--- src/rtl/fetch_pkg.sv ---
// Shared definitions for the instruction fetch unit: FSM states, opcode
// constants and instruction-word field positions.
package fetch_pkg;

    typedef enum logic [2:0] {
        ST_IDLE    = 3'd0,
        ST_FETCH_I = 3'd1,
        ST_WAIT_I  = 3'd2,
        ST_FETCH_M = 3'd3,
        ST_WAIT_M  = 3'd4,
        ST_EXEC    = 3'd5,
        ST_HALT    = 3'd6
    } fetch_state_t;

    localparam logic [2:0] OP_MVI    = 3'b001;
    localparam logic [6:0] HALT_MASK = 7'b1111111;

    localparam int OPC_MSB  = 8;
    localparam int OPC_LSB  = 6;
    localparam int X_MSB    = 5;
    localparam int X_LSB    = 3;
    localparam int Y_MSB    = 2;
    localparam int Y_LSB    = 0;
    localparam int HALT_MSB = 15;
    localparam int HALT_LSB = 9;

    function automatic logic is_halt(input logic [15:0] w);
        return w[HALT_MSB:HALT_LSB] == HALT_MASK;
    endfunction

    function automatic logic is_mvi(input logic [15:0] w);
        return w[OPC_MSB:OPC_LSB] == OP_MVI;
    endfunction

    function automatic logic [2:0] field_x(input logic [15:0] w);
        return w[X_MSB:X_LSB];
    endfunction

    function automatic logic [2:0] field_y(input logic [15:0] w);
        return w[Y_MSB:Y_LSB];
    endfunction

endpackage

--- src/rtl/pc_counter.sv ---
// Program counter: async reset, synchronous clear and increment, wraps
// naturally modulo 2^ADDR_W.
module pc_counter #(
    parameter int ADDR_W = 8
) (
    input  logic              i_clk,
    input  logic              i_rst,
    input  logic              i_clear,
    input  logic              i_inc,
    output logic [ADDR_W-1:0] o_pc
);

    logic [ADDR_W-1:0] r_pc;

    always_ff @(posedge i_clk or posedge i_rst) begin
        if (i_rst) begin
            r_pc <= '0;
        end else if (i_clear) begin
            r_pc <= '0;
        end else if (i_inc) begin
            r_pc <= r_pc + ADDR_W'(1);
        end
    end

    assign o_pc = r_pc;

endmodule

--- src/rtl/instr_fetch_unit.sv ---
// Fetches instruction words (and the mvi immediate) from a synchronous ROM
// and presents them to the control unit, with HALT detection and a Done timeout.
module instr_fetch_unit
    import fetch_pkg::*;
#(
    parameter int ADDR_W    = 8,
    parameter int MAX_STEPS = 4
) (
    input  logic              i_clk,
    input  logic              i_rst,
    input  logic              i_start,
    output logic [ADDR_W-1:0] o_mem_addr,
    output logic              o_mem_rd,
    input  logic [15:0]       i_mem_data,
    output logic [15:0]       o_din,
    output logic              o_run,
    input  logic              i_done,
    output logic [ADDR_W-1:0] o_pc,
    output logic              o_halted,
    output logic              o_error
);

    localparam int CNT_W = (MAX_STEPS > 1) ? $clog2(MAX_STEPS) : 1;
    localparam logic [CNT_W-1:0] STEP_LAST = CNT_W'(MAX_STEPS - 1);

    fetch_state_t      r_state;
    fetch_state_t      w_next;
    logic [15:0]       r_instr;
    logic [15:0]       r_imm;
    logic [15:0]       r_din;
    logic              r_run;
    logic              r_error;
    logic [CNT_W-1:0]  r_step;
    logic [ADDR_W-1:0] w_pc;
    logic              w_pc_clear;
    logic              w_pc_inc;
    logic              w_mem_rd;
    logic              w_load_instr;
    logic              w_load_imm;
    logic              w_set_error;
    logic [15:0]       w_din_next;

    pc_counter #(.ADDR_W(ADDR_W)) u_pc (
        .i_clk   (i_clk),
        .i_rst   (i_rst),
        .i_clear (w_pc_clear),
        .i_inc   (w_pc_inc),
        .o_pc    (w_pc)
    );

    always_ff @(posedge i_clk or posedge i_rst) begin
        if (i_rst) begin
            r_state <= ST_IDLE;
        end else begin
            r_state <= w_next;
        end
    end

    always_comb begin
        w_next       = r_state;
        w_pc_clear   = 1'b0;
        w_pc_inc     = 1'b0;
        w_mem_rd     = 1'b0;
        w_load_instr = 1'b0;
        w_load_imm   = 1'b0;
        w_set_error  = 1'b0;
        case (r_state)
            ST_IDLE: begin
                if (i_start) begin
                    w_next     = ST_FETCH_I;
                    w_pc_clear = 1'b1;
                end
            end
            ST_FETCH_I: begin
                w_mem_rd = 1'b1;
                w_pc_inc = 1'b1;
                w_next   = ST_WAIT_I;
            end
            ST_WAIT_I: begin
                w_load_instr = 1'b1;
                if (is_halt(i_mem_data)) begin
                    w_next = ST_HALT;
                end else if (is_mvi(i_mem_data)) begin
                    w_next = ST_FETCH_M;
                end else begin
                    w_next = ST_EXEC;
                end
            end
            ST_FETCH_M: begin
                w_mem_rd = 1'b1;
                w_pc_inc = 1'b1;
                w_next   = ST_WAIT_M;
            end
            ST_WAIT_M: begin
                w_load_imm = 1'b1;
                w_next     = ST_EXEC;
            end
            ST_EXEC: begin
                // Done wins over the timeout when both land on the last step.
                if (i_done) begin
                    w_next = ST_FETCH_I;
                end else if (r_step == STEP_LAST) begin
                    w_next      = ST_HALT;
                    w_set_error = 1'b1;
                end
            end
            ST_HALT: begin
                w_next = ST_HALT;
            end
            default: begin
                w_next = ST_IDLE;
            end
        endcase
    end

    // DIN is registered, so the first EXEC word is chosen on the entering edge.
    always_comb begin
        w_din_next = r_din;
        if (w_next == ST_EXEC) begin
            if (r_state == ST_WAIT_I) begin
                w_din_next = i_mem_data;
            end else if (r_state == ST_WAIT_M) begin
                w_din_next = r_instr;
            end else begin
                w_din_next = is_mvi(r_instr) ? r_imm : r_instr;
            end
        end
    end

    always_ff @(posedge i_clk or posedge i_rst) begin
        if (i_rst) begin
            r_instr <= '0;
            r_imm   <= '0;
            r_din   <= '0;
            r_run   <= 1'b0;
            r_error <= 1'b0;
            r_step  <= '0;
        end else begin
            if (w_load_instr) begin
                r_instr <= i_mem_data;
            end
            if (w_load_imm) begin
                r_imm <= i_mem_data;
            end
            if (w_set_error) begin
                r_error <= 1'b1;
            end
            r_din  <= w_din_next;
            r_run  <= (w_next == ST_EXEC);
            r_step <= (r_state == ST_EXEC && w_next == ST_EXEC) ? r_step + CNT_W'(1) : '0;
        end
    end

    assign o_mem_addr = w_mem_rd ? w_pc : '0;
    assign o_mem_rd   = w_mem_rd;
    assign o_din      = r_din;
    assign o_run      = r_run;
    assign o_pc       = w_pc;
    assign o_halted   = (r_state == ST_HALT);
    assign o_error    = r_error;

endmodule

--- config.mk ---
export PLATFORM = sky130hd
export DESIGN_NAME = instr_fetch_unit
export DESIGN_NICKNAME = d
export VERILOG_FILES = /design/src/rtl/fetch_pkg.sv /design/src/rtl/pc_counter.sv /design/src/rtl/instr_fetch_unit.sv
export SDC_FILE = /design/constraint.sdc
export NUM_CORES = 1
export LEC_CHECK = 0
export ABC_AREA = 1
export BUFFER_PORTS_ARGS = -buffer_cell sky130_fd_sc_hd__buf_2
export CAP_MARGIN = 20
export CORE_ASPECT_RATIO = 1.75
export CORE_MARGIN = 10
export CORE_UTILIZATION = 30
export DETAILED_ROUTE_END_ITERATION = 8
export PLACE_DENSITY = 0.45
export SLEW_MARGIN = 25
export SYNTH_ARGS = -nofsm -noshare
export SYNTH_HDL_FRONTEND = slang
export SYNTH_SLANG_ARGS = --single-unit
--- constraint.sdc ---
create_clock -name i_clk -period 4.4 [get_ports i_clk]
set_input_delay 0.44 -clock i_clk [delete_from_list [all_inputs] [get_ports i_clk]]
set_output_delay 0.44 -clock i_clk [all_outputs]
set_load 0.01 [all_outputs]
==> flow_results.org <==
** Critical path
- Walking the worst path, the cells encountered are inv_4 > nand3_4 > inv_2 > nand2_1 > nand3_2 > nand2_4 > nand2_1 > nand2_1.
- For the worst setup path, the data required time is 4.61 ns.
- Startpoint type of the worst setup path :: flop
- The critical path is of the reg -> reg type.
- The worst setup path is captured at a flop.
- Largest incremental delay on the critical path :: 0.47 ns
- Among all stages on the critical path, the largest delay is contributed by inv_2.
- Data on the critical path arrives at its endpoint at 2.64 ns.
- Of all nets on the critical path, the largest fanout is 47.
- In this design, the critical path's most frequently occurring cell is nand2_1.

** Routing
- Antenna-violating nets left :: 0
- After detailed routing, the average wire length per cell comes to 15.04 um.
- Summing over every cut layer, the via total after detailed routing is 2638.
- After detailed routing, the number of vias per cell comes to 4.694.
- In the routed design, unresolved DRC markers number 0.
- Length of the first detailed-routing pass in iterations :: 5
- For this block, the routed nets add up to 8450 um of wire.
- In this run, the number of DRC markers left after iteration 0 of detailed routing was 129.

** Final layout
- Fraction of final layout cells with drive strength greater than 1 :: 19.45%
- The repair_antennas step left the layout with diodes totalling 0.
- After the last flow step, the layout net total stands at 455.
- Compared with the post-synthesis result, the final layout area differs by 20.96%.

** CTS
- Number of buffers added by the clock tree synthesis step :: 9
- Hold repair after CTS inserted 0 buffers.
- Worst skew pair latency :: 0.32 ns
- Buffers added to address setup during post-CTS repair amount to 0.
- Clock tree synthesis selected as its root buffer the cell clkbuf_16.
- Bufs on Longest Clock Path :: 2
- CTS tree :: built
- In this run, post-CTS repair resized a total of 0 instances.
- H-tree levels :: 3
- Number of sinks handled by clock tree synthesis :: 63
- Clock-pin slew was measured on the worst setup and hold paths at 0.05 ns.

** Placed design
- Summed over all nets, the half-perimeter wirelength after detailed placement is 6005 um.
- The congestion estimate from routability-driven global placement came to 0.8028.
- Buffers added on ports :: 55

** Power
- Peak supply drop :: 0.2443 mV
- Pwr Density :: 764.3 mW/mm^2
- In this run the static leakage power is 0.002035 uW.

** Logic synthesis
- Post-synthesis instance area :: 0.003003 sq mm
- For this run, the register share of the synthesized area comes to 52.50%.
- Syn. warnings :: 0
- Counting distinct cell types in the post-synthesis netlist gives 26.
- By area the synthesized netlist is led by dfrtp_1 (53%), nand2_1 (18%), nand3_1 (11%).
- The synthesized design contains 63 register bits.
- Summed over its instances, the top area cell type makes up 52.50% of the synthesized netlist area.
- For this run, the leading register cell type out of synthesis is dfrtp_1.
- dfrtp_1 takes more of the synthesized area than any other cell.
- In the post-synthesis netlist, the cell with the most instances is nand2_1.
- The cell count after synthesis came out at 380.
- By count the netlist is led by nand2_1 (144), nand3_1 (65), dfrtp_1 (63), inv_1 (29), nor2_1 (21).
- Counting flops with a built-in enable in the synthesized netlist gives 0.
- Syn Nets :: 402
- Async S/R FF share, synth :: 100.0%
- Avg Cell Area, Syn :: 7.902 sq um

** Floorplan
- The die is 95.63 um wide.
- In this run the vertical extent of the chip is 152.4 um.
- FP Rows :: 48
- The initial utilization of the core area, before any placement, comes to 30.49%.
- The region available for standard cell placement spans 0.009849 sq mm.
- Die ar. :: 0.01457 sq mm
- During I/O placement, the number of pins put on the boundary was 56.

** STA
- Setup violations remaining at the end of the flow were counted as 0.
- The worst path uses 55.26% of the clock period.
- Worst slew pin tran :: 0.7112 ns
- WHS :: 0.2291 ns
- Hold Vio Cnt, Final :: 0
- For the finished layout, the period the worst path requires is 2.431 ns.
- Highest clock rate :: 411.3 MHz
- Final max-slew violation count :: 0
- The clock arrives with 0.005484 ns of skew.
- Unrepaired setup endpoints after global routing :: no
- Measured against its own limit, the worst slew margin works out to 52.52%.
- For the final routed database, the setup TNS stands at 0 ns.

** Global route
- The first global-routing pass estimated 14060 um of wire.
- Via count of the first global-routing pass :: 2783
- Entering global routing, the biggest net connects 48 pins.
- All-layer global routing usage :: 12.29%
- GRT Residual Overflow :: 0
- Antenna violations before repair :: 0

** Flow run
- Total of max-cap violations :: 0

** Status
- Outcome :: completed

** Worst hold path
- Hold Path Class :: in -> async
[cell type report]
class	count	area [sq um]
inverter	34	130.1
timing repair buffer	57	290.3
tap	125	156.4
fill	1090	6217
clock buffer	15	277.8
sequential	63	1577
multi-input combinational	268	1201
[worst max-delay path, delay by kind of cell, from the launching register on]
family	cells	cell delay, ns
flops	1	0.46
buf+inv	2	0.58
simple gates	6	1.24
[metal layers]
layer / routed length (um) / track usage (%) / vias up
li1: - / - / 1313
met1: 3540 / 13.38 / 1253
met2: 4316 / 21.35 / 62
met3: 462 / 3.305 / 10
met4: 131 / 5.152 / 0
met5: 0 / 0 / -
[path summary, 6_finish.rpt]
kind | startpoint | to | slack (ns) | cells after the start
max | r_state[2]$_DFF_PP0_ | o_din[13]$_DFFE_PP0N_ | 1.97 | 8
min | i_rst | u_pc.o_pc[5]$_DFFE_PP0P_ | 0.23 | 2
max reg2reg | r_state[2]$_DFF_PP0_ | o_din[13]$_DFFE_PP0N_ | 1.97 | 8
min reg2reg | r_step[0]$_DFF_PP0_ | r_step[0]$_DFF_PP0_ | 0.44 | 1
max in group asynchronous | i_rst | u_pc.o_pc[1]$_DFFE_PP0P_ | 3.28 | 3
min in group i_clk | i_mem_data[3] | r_imm[3]$_DFFE_PP0P_ | 0.33 | 3
[stage by stage]
step	worst slack [ns]	total power [uW]	utilization, %	std cells	instance area, sq um
after floorplan	2.390	1824	-	380	3003
after detailed placement	1.965	2149	34.06	547	3354
after global routing	1.662	3027	36.88	562	3632
after global placement	1.993	2124	34.06	547	3354
after CTS	1.948	2823	36.88	562	3632
final	1.969	2776	36.88	562	3632
[power breakdown]
group	total (uW)	internal, uW	switching [uW]
combinational	1130	371	758
sequential	990	836	154
clock	656	424	232
total	2780	1630	1140
[cell usage in the layout (no fill, tap or decap), drive strengths merged]
master / instances
clkbuf: 15
a31oi: 1
ha: 2
clkinv: 1
o21ai: 13
nor2: 26
inv: 33
dfrtp: 63
a21oi: 8
nor3: 4
buf: 57
nand2: 146
nand3: 67
or2: 1
[kinds of logic after synthesis]
group	count (synthesis)	synth area share [%]
fa+ha+maj	2	0.8332
compound gates	22	3.833
buf+inv	49	7.500
simple gates	244	35.33
flops	63	52.50
[flip-flops by register name, summed over array words and instances, names as in the netlist]
signal	flops
o_din	16
o_error	1
o_run	1
r_imm	16
r_instr	16
r_state	3
r_step	2
u_pc.o_pc	8
(Power assumes the default switching activity.)
